**src/rtl/approx_mul_err_monitor.sv**
```systemverilog
// Error-statistics monitor for an approximate multiplier: recomputes the exact product
// and accumulates error count, ED sum, max ED and its operands over a programmed run.
module approx_mul_err_monitor #(
    parameter int WIDTH = 6,
    parameter int CNT_W = 16,
    parameter int ACC_W = 32
) (
    input  logic                 clk,
    input  logic                 rst_n,
    input  logic                 start,
    input  logic                 clear,
    input  logic [CNT_W-1:0]     num_samples,
    input  logic                 in_valid,
    output logic                 in_ready,
    input  logic [WIDTH-1:0]     a,
    input  logic [WIDTH-1:0]     b,
    input  logic [2*WIDTH-1:0]   approx_prod,
    output logic                 busy,
    output logic                 done,
    output logic [CNT_W-1:0]     sample_cnt,
    output logic [CNT_W-1:0]     err_cnt,
    output logic [ACC_W-1:0]     sum_ed,
    output logic [2*WIDTH-1:0]   max_ed,
    output logic [WIDTH-1:0]     max_a,
    output logic [WIDTH-1:0]     max_b
);

    localparam int PW    = 2 * WIDTH;
    localparam int EXT_W = ((ACC_W > PW) ? ACC_W : PW) + 1;

    typedef enum logic [1:0] {
        ST_IDLE = 2'd0,
        ST_RUN  = 2'd1,
        ST_DONE = 2'd2
    } state_e;

    function automatic logic [PW-1:0] abs_diff(input logic [PW-1:0] x, input logic [PW-1:0] y);
        if (x >= y) begin
            return x - y;
        end else begin
            return y - x;
        end
    endfunction

    // Sum is formed wide enough for either operand so a large ED cannot wrap before the check
    function automatic logic [ACC_W-1:0] sat_add(input logic [ACC_W-1:0] acc, input logic [PW-1:0] ed);
        logic [EXT_W-1:0] s;
        s = EXT_W'(acc) + EXT_W'(ed);
        if (|s[EXT_W-1:ACC_W]) begin
            return '1;
        end else begin
            return s[ACC_W-1:0];
        end
    endfunction

    state_e             state_q, state_d;
    logic [CNT_W-1:0]   target_q, target_d;
    logic [CNT_W-1:0]   sample_cnt_q, sample_cnt_d;
    logic [CNT_W-1:0]   err_cnt_q, err_cnt_d;
    logic [ACC_W-1:0]   sum_ed_q, sum_ed_d;
    logic [PW-1:0]      max_ed_q, max_ed_d;
    logic [WIDTH-1:0]   max_a_q, max_a_d;
    logic [WIDTH-1:0]   max_b_q, max_b_d;

    logic               v1_q, v2_q;
    logic [WIDTH-1:0]   a1_q, b1_q, a2_q, b2_q;
    logic [PW-1:0]      p1_q, ed2_q;

    logic               in_ready_s, accept_s, start_go_s, zero_s, run_end_s;
    logic [PW-1:0]      exact_s;

    assign in_ready_s = (state_q == ST_RUN) && (sample_cnt_q < target_q);
    assign accept_s   = in_valid && in_ready_s;
    assign start_go_s = start && !clear && (state_q != ST_RUN);
    assign zero_s     = clear || start_go_s;
    assign run_end_s  = (sample_cnt_q == target_q) && !v1_q && !v2_q;
    assign exact_s    = PW'(a1_q) * PW'(b1_q);

    // Next-state logic: clear dominates start, start only honoured outside RUN
    always_comb begin
        state_d  = state_q;
        target_d = target_q;
        if (clear) begin
            state_d  = ST_IDLE;
            target_d = '0;
        end else if (start_go_s) begin
            state_d  = ST_RUN;
            target_d = num_samples;
        end else begin
            case (state_q)
                ST_RUN:           state_d = run_end_s ? ST_DONE : ST_RUN;
                ST_IDLE, ST_DONE: state_d = state_q;
                default:          state_d = ST_IDLE;
            endcase
        end
    end

    // Statistics update from the S3 stage, sample counter from the accept handshake
    always_comb begin
        sample_cnt_d = sample_cnt_q;
        err_cnt_d    = err_cnt_q;
        sum_ed_d     = sum_ed_q;
        max_ed_d     = max_ed_q;
        max_a_d      = max_a_q;
        max_b_d      = max_b_q;
        if (zero_s) begin
            sample_cnt_d = '0;
            err_cnt_d    = '0;
            sum_ed_d     = '0;
            max_ed_d     = '0;
            max_a_d      = '0;
            max_b_d      = '0;
        end else begin
            if (accept_s) begin
                sample_cnt_d = sample_cnt_q + CNT_W'(1);
            end else begin
                sample_cnt_d = sample_cnt_q;
            end
            if (v2_q) begin
                err_cnt_d = (ed2_q != '0) ? err_cnt_q + CNT_W'(1) : err_cnt_q;
                sum_ed_d  = sat_add(sum_ed_q, ed2_q);
                if (ed2_q > max_ed_q) begin
                    max_ed_d = ed2_q;
                    max_a_d  = a2_q;
                    max_b_d  = b2_q;
                end else begin
                    max_ed_d = max_ed_q;
                end
            end else begin
                err_cnt_d = err_cnt_q;
            end
        end
    end

    // Control and statistics registers
    always_ff @(posedge clk) begin
        if (!rst_n) begin
            state_q      <= ST_IDLE;
            target_q     <= '0;
            sample_cnt_q <= '0;
            err_cnt_q    <= '0;
            sum_ed_q     <= '0;
            max_ed_q     <= '0;
            max_a_q      <= '0;
            max_b_q      <= '0;
        end else begin
            state_q      <= state_d;
            target_q     <= target_d;
            sample_cnt_q <= sample_cnt_d;
            err_cnt_q    <= err_cnt_d;
            sum_ed_q     <= sum_ed_d;
            max_ed_q     <= max_ed_d;
            max_a_q      <= max_a_d;
            max_b_q      <= max_b_d;
        end
    end

    // S1/S2 pipeline; clear kills both valids so dropped samples never reach S3
    always_ff @(posedge clk) begin
        if (!rst_n) begin
            v1_q  <= 1'b0;
            v2_q  <= 1'b0;
            a1_q  <= '0;
            b1_q  <= '0;
            p1_q  <= '0;
            a2_q  <= '0;
            b2_q  <= '0;
            ed2_q <= '0;
        end else begin
            v1_q <= accept_s && !clear;
            v2_q <= v1_q && !clear;
            if (accept_s) begin
                a1_q <= a;
                b1_q <= b;
                p1_q <= approx_prod;
            end else begin
                a1_q <= a1_q;
                b1_q <= b1_q;
                p1_q <= p1_q;
            end
            if (v1_q) begin
                a2_q  <= a1_q;
                b2_q  <= b1_q;
                ed2_q <= abs_diff(exact_s, p1_q);
            end else begin
                a2_q  <= a2_q;
                b2_q  <= b2_q;
                ed2_q <= ed2_q;
            end
        end
    end

    assign in_ready   = in_ready_s;
    assign busy       = (state_q == ST_RUN);
    assign done       = (state_q == ST_DONE);
    assign sample_cnt = sample_cnt_q;
    assign err_cnt    = err_cnt_q;
    assign sum_ed     = sum_ed_q;
    assign max_ed     = max_ed_q;
    assign max_a      = max_a_q;
    assign max_b      = max_b_q;

endmodule

```
**config.mk**
```make
export PLATFORM = sky130hd
export DESIGN_NAME = approx_mul_err_monitor
export DESIGN_NICKNAME = d
export VERILOG_FILES = /design/src/rtl/approx_mul_err_monitor.sv
export SDC_FILE = /design/constraint.sdc
export NUM_CORES = 1
export LEC_CHECK = 0
export ABC_AREA = 1
export CORE_MARGIN = 2
export CORE_UTILIZATION = 45
export CTS_CLUSTER_DIAMETER = 150
export DETAILED_ROUTE_END_ITERATION = 7
export MAX_ROUTING_LAYER = met4
export PLACE_DENSITY = 0.67
export SKIP_CTS_REPAIR_TIMING = 1
export SYNTH_ARGS = -nofsm -noshare
export SYNTH_HDL_FRONTEND = slang
export SYNTH_SLANG_ARGS = --single-unit
```
**constraint.sdc**
```tcl
create_clock -name clk -period 5.8 [get_ports clk]
set_clock_uncertainty 0.2 [all_clocks]
set_input_delay 1.16 -clock clk [delete_from_list [all_inputs] [get_ports clk]]
set_output_delay 1.16 -clock clk [all_outputs]
set_load 0.03 [all_outputs]
```
==> flow_summary.ini <==
[outcome]
status = completed

[synth]
syn_nets = 1788
syn_area_per_cell_um2 = 6.60
yosysSeqAreaShare_pct = 28.9
synth_top_area_cell = dfxtp_1
ys_ff_latch = 156
yosysUniqueCellTypes = 41
yosysWarnings = 0
synth_area_leaders = dfxtp_1 (29%), nand2_1 (13%), ha_1 (9.8%)
synth_area_um2 = 10800
synthCells = 1638
yosysTopAreaCellShare_pct = 28.9

[cts]
root_buffer = clkbuf_16
cts-buffers-inserted = 17
cts_max_level = 4
cts_num_sinks = 156
cts_tree = built
clock_latency_ns = 0.43
clockBufferDepth = 2
clkTransAtPathRegs_ns = 0.07

[sta]
setup_viol = 0
fin_crit_sh_pct = 90.8
max_freq_mhz = 190
slew_violations = 0
tightest_slew_ns = 1.18
hold_viol = 0
tns_ns = 0
rsz0062_at_grt = no
relSlewSlack_pct = 21.1
min_period_ns = 5.27

[layout]
drive_above_1_share_pct = 3.89
fin_area_um2 = 12800
area_growth_pct = 18.7
fillers = 2413
diodes = 0
fin_util_pct = 54.5
final_cells = 2065
nNetsFinal = 1883

[route]
drt_iter0_drc = 683
drt-pass1-iter-count = 7
drcViolationCount = 0
via_per_inst = 5.11
wl_per_cell_um = 14.2
wl_um = 29300
vias = 10600
antenna_left = 0

[power]
seqPwrFrac_pct = 45.3
vdd_drop_max_mv = 0.157
switching_share_pct = 28.0
p_leak_nw = 5.76
powerDensity_nw_per_um2 = 188
clkPwrFrac_pct = 45.0
p_switching_mw = 0.674
combinationalPowerShare_pct = 9.7
p_int_mw = 1.74
total_power_mw = 2.41

[worst_setup_path]
cp.arrival_ns = 5.44
startpoint_type = register
r2r_cells = 22
crit_chain = nand2_1 > fa_1 > fa_1 > fa_1 > inv_1 > ha_1 > nand2_1 > o21ai_1 > a21oi_1 > o21bai_1 > xor2_1 > inv_1 > ha_1 > inv_1 > o21ai_0 > a21oi_1 > nand3_2 > inv_2 > nand2_1 > nand3_1 > nand2_1 > inv_1
critical_path.max_fanout = 13
critPathLaunch = a1_q[1]
cp-end-kind = register
cpPeakStageDelay_ns = 0.54
r2r_start = a1_q[1]
cp_slowest_cell = fa_1
criticalPathCategory = register to register
cp.required_ns = 5.98

[floorplanning]
rows = 56
io_pins = 136
start_util_pct = 45.9
die-height_um = 159
dieArea_um2 = 25300
core_um2 = 23500
die_w_um = 159

[min_path]
min_path_type = register to register
hold_start = target_q[10]
hold_depth = 2

[global_route]
first_global_vias = 9921
gr-usage-all-layers_pct = 23.8
grt_start_max_net_pins = 42
grt_first_pass_wirelength_um = 48300
antenna_found_initial = 0
grt-ovfl-total = 0

[job]
drv_cap = 0

[placement]
port_buffers = 135
dpl_cell_area_um2 = 12300
detailed_place_hpwl_um = 22500
dp_cells = 2033
gp_congestion = 0.923
==> layout by cell type, fill, tap and decap left out, types with 5 or more instances in the layout <==
| cell type | synthesis | routed |
|---|---|---|
| nand4_1 | 46 | 46 |
| o21ai_0 | 82 | 81 |
| dfxtp_2 | 0 | 5 |
| nor3_1 | 24 | 24 |
| a21oi_1 | 125 | 125 |
| inv_1 | 260 | 260 |
| clkbuf_16 | 0 | 17 |
| nand3_1 | 112 | 112 |
| ha_1 | 85 | 85 |
| dfxtp_1 | 156 | 151 |
| nand2_1 | 376 | 376 |
| clkdlybuf4s50_1 | 0 | 135 |
| fa_1 | 20 | 20 |
| inv_2 | 8 | 8 |
| xor2_1 | 26 | 26 |
| xnor2_1 | 21 | 21 |
| nor2_1 | 192 | 192 |
| nand3_2 | 6 | 6 |
| buf_4 | 9 | 5 |
==> through the flow <==
step	worst slack (ns)	hold slack (ns)
floorplan	0.919	0.233
global placement	0.541	0.245
detailed placement	0.400	0.254
CTS	0.367	0.263
global route	0.0320	0.286
finish	0.531	0.261
==> synth_stat cells <==
| cell type | count |
|---|---|
| nand2_1 | 376 |
| inv_1 | 260 |
| nor2_1 | 192 |
| dfxtp_1 | 156 |
| a21oi_1 | 125 |
| nand3_1 | 112 |
| ha_1 | 85 |
| o21ai_0 | 82 |
| nand4_1 | 46 |
| clkbuf_1 | 35 |
| xor2_1 | 26 |
| nor3_1 | 24 |
| xnor2_1 | 21 |
| fa_1 | 20 |
| buf_2 | 9 |
| buf_4 | 9 |
| inv_2 | 8 |
| nand3_2 | 6 |
| buf_6 | 4 |
| nor2_2 | 4 |
| nor4_1 | 4 |
| o21bai_1 | 4 |
| clkbuf_2 | 3 |
| dlygate4sd1_1 | 3 |
| nand2_2 | 3 |
| nand3b_1 | 3 |
| a31oi_1 | 2 |
| o211ai_1 | 2 |
| or2_2 | 2 |
| a211oi_1 | 1 |
| a21oi_2 | 1 |
| a21oi_4 | 1 |
| and2_1 | 1 |
| and3_1 | 1 |
| clkbuf_4 | 1 |
| nor2_4 | 1 |
| nor3b_1 | 1 |
| nor4_4 | 1 |
| o21a_1 | 1 |
| o21ai_1 | 1 |
| o31ai_1 | 1 |
==> worst max-delay path, delay by kind of cell (launching register included) <==
family                     cells  cell delay, ns
buffers and inverters          5            0.51
adders and majority gates      5            2.25
AOI/OAI and AO/OA              5            0.84
and+or+nand+nor                6            0.70
xor gates and xnor gates       1            0.23
DFF                            1            0.48
==> state kept, by name (all words and copies together), names as in the netlist <==
signal and cells:
max_ed 12, max_b 6, ed2_q 12, target_q 16, v2_q 1, sample_cnt 16
err_cnt 16, v1_q 1, p1_q 12, a1_q 6, max_a 6, a2_q 6
sum_ed 32, state_q 2, b2_q 6, b1_q 6
==> layout make-up <==
cell class | count | area (µm²) | area share, %
Timing Repair Buffer | 140 | 1390 | 10.8
Multi-Input combinational cell | 1150 | 6340 | 49.5
Tap cell | 319 | 399 | 3.11
Clock buffer | 18 | 429 | 3.35
Clock inverter | 14 | 128 | 0.995
Sequential cell | 156 | 3130 | 24.4
Inverter | 268 | 1010 | 7.84
==> kinds of logic after synthesis <==
| group | share of synthesized area (%) |
|---|---|
| and+or+nand+nor | 30.7 |
| buffers and inverters | 12.4 |
| xor gates and xnor gates | 3.81 |
| adders and majority gates | 13.5 |
| AOI/OAI and AO/OA | 10.6 |
| DFF | 28.9 |
==> final timing paths <==
| path | endpoint | slack [ns] |
|---|---|---|
| worst min register to register | target_q[10] | 0.26 |
| worst max-delay path | ed2_q[11] | 0.53 |
| worst max register to register | ed2_q[11] | 0.53 |
| worst min-delay path | target_q[10] | 0.26 |
==> power groups by stage <==
stage	Sequential, mW	Combinational (mW)	Clock (mW)
after floorplan	1.11	0.165	0
after global placement	1.12	0.231	0
after detailed placement	1.12	0.231	0
after CTS	1.09	0.233	1.11
after global routing	1.09	0.261	1.15
final	1.09	0.233	1.08
==> layer usage <==
layer	wire length, µm	global-route usage, %
met1	13900	30.7
met2	13700	39.4
met3	1250	3.28
met4	414	6.28
met5	0	-
Note: power is estimated with default switching activity, not from simulation.
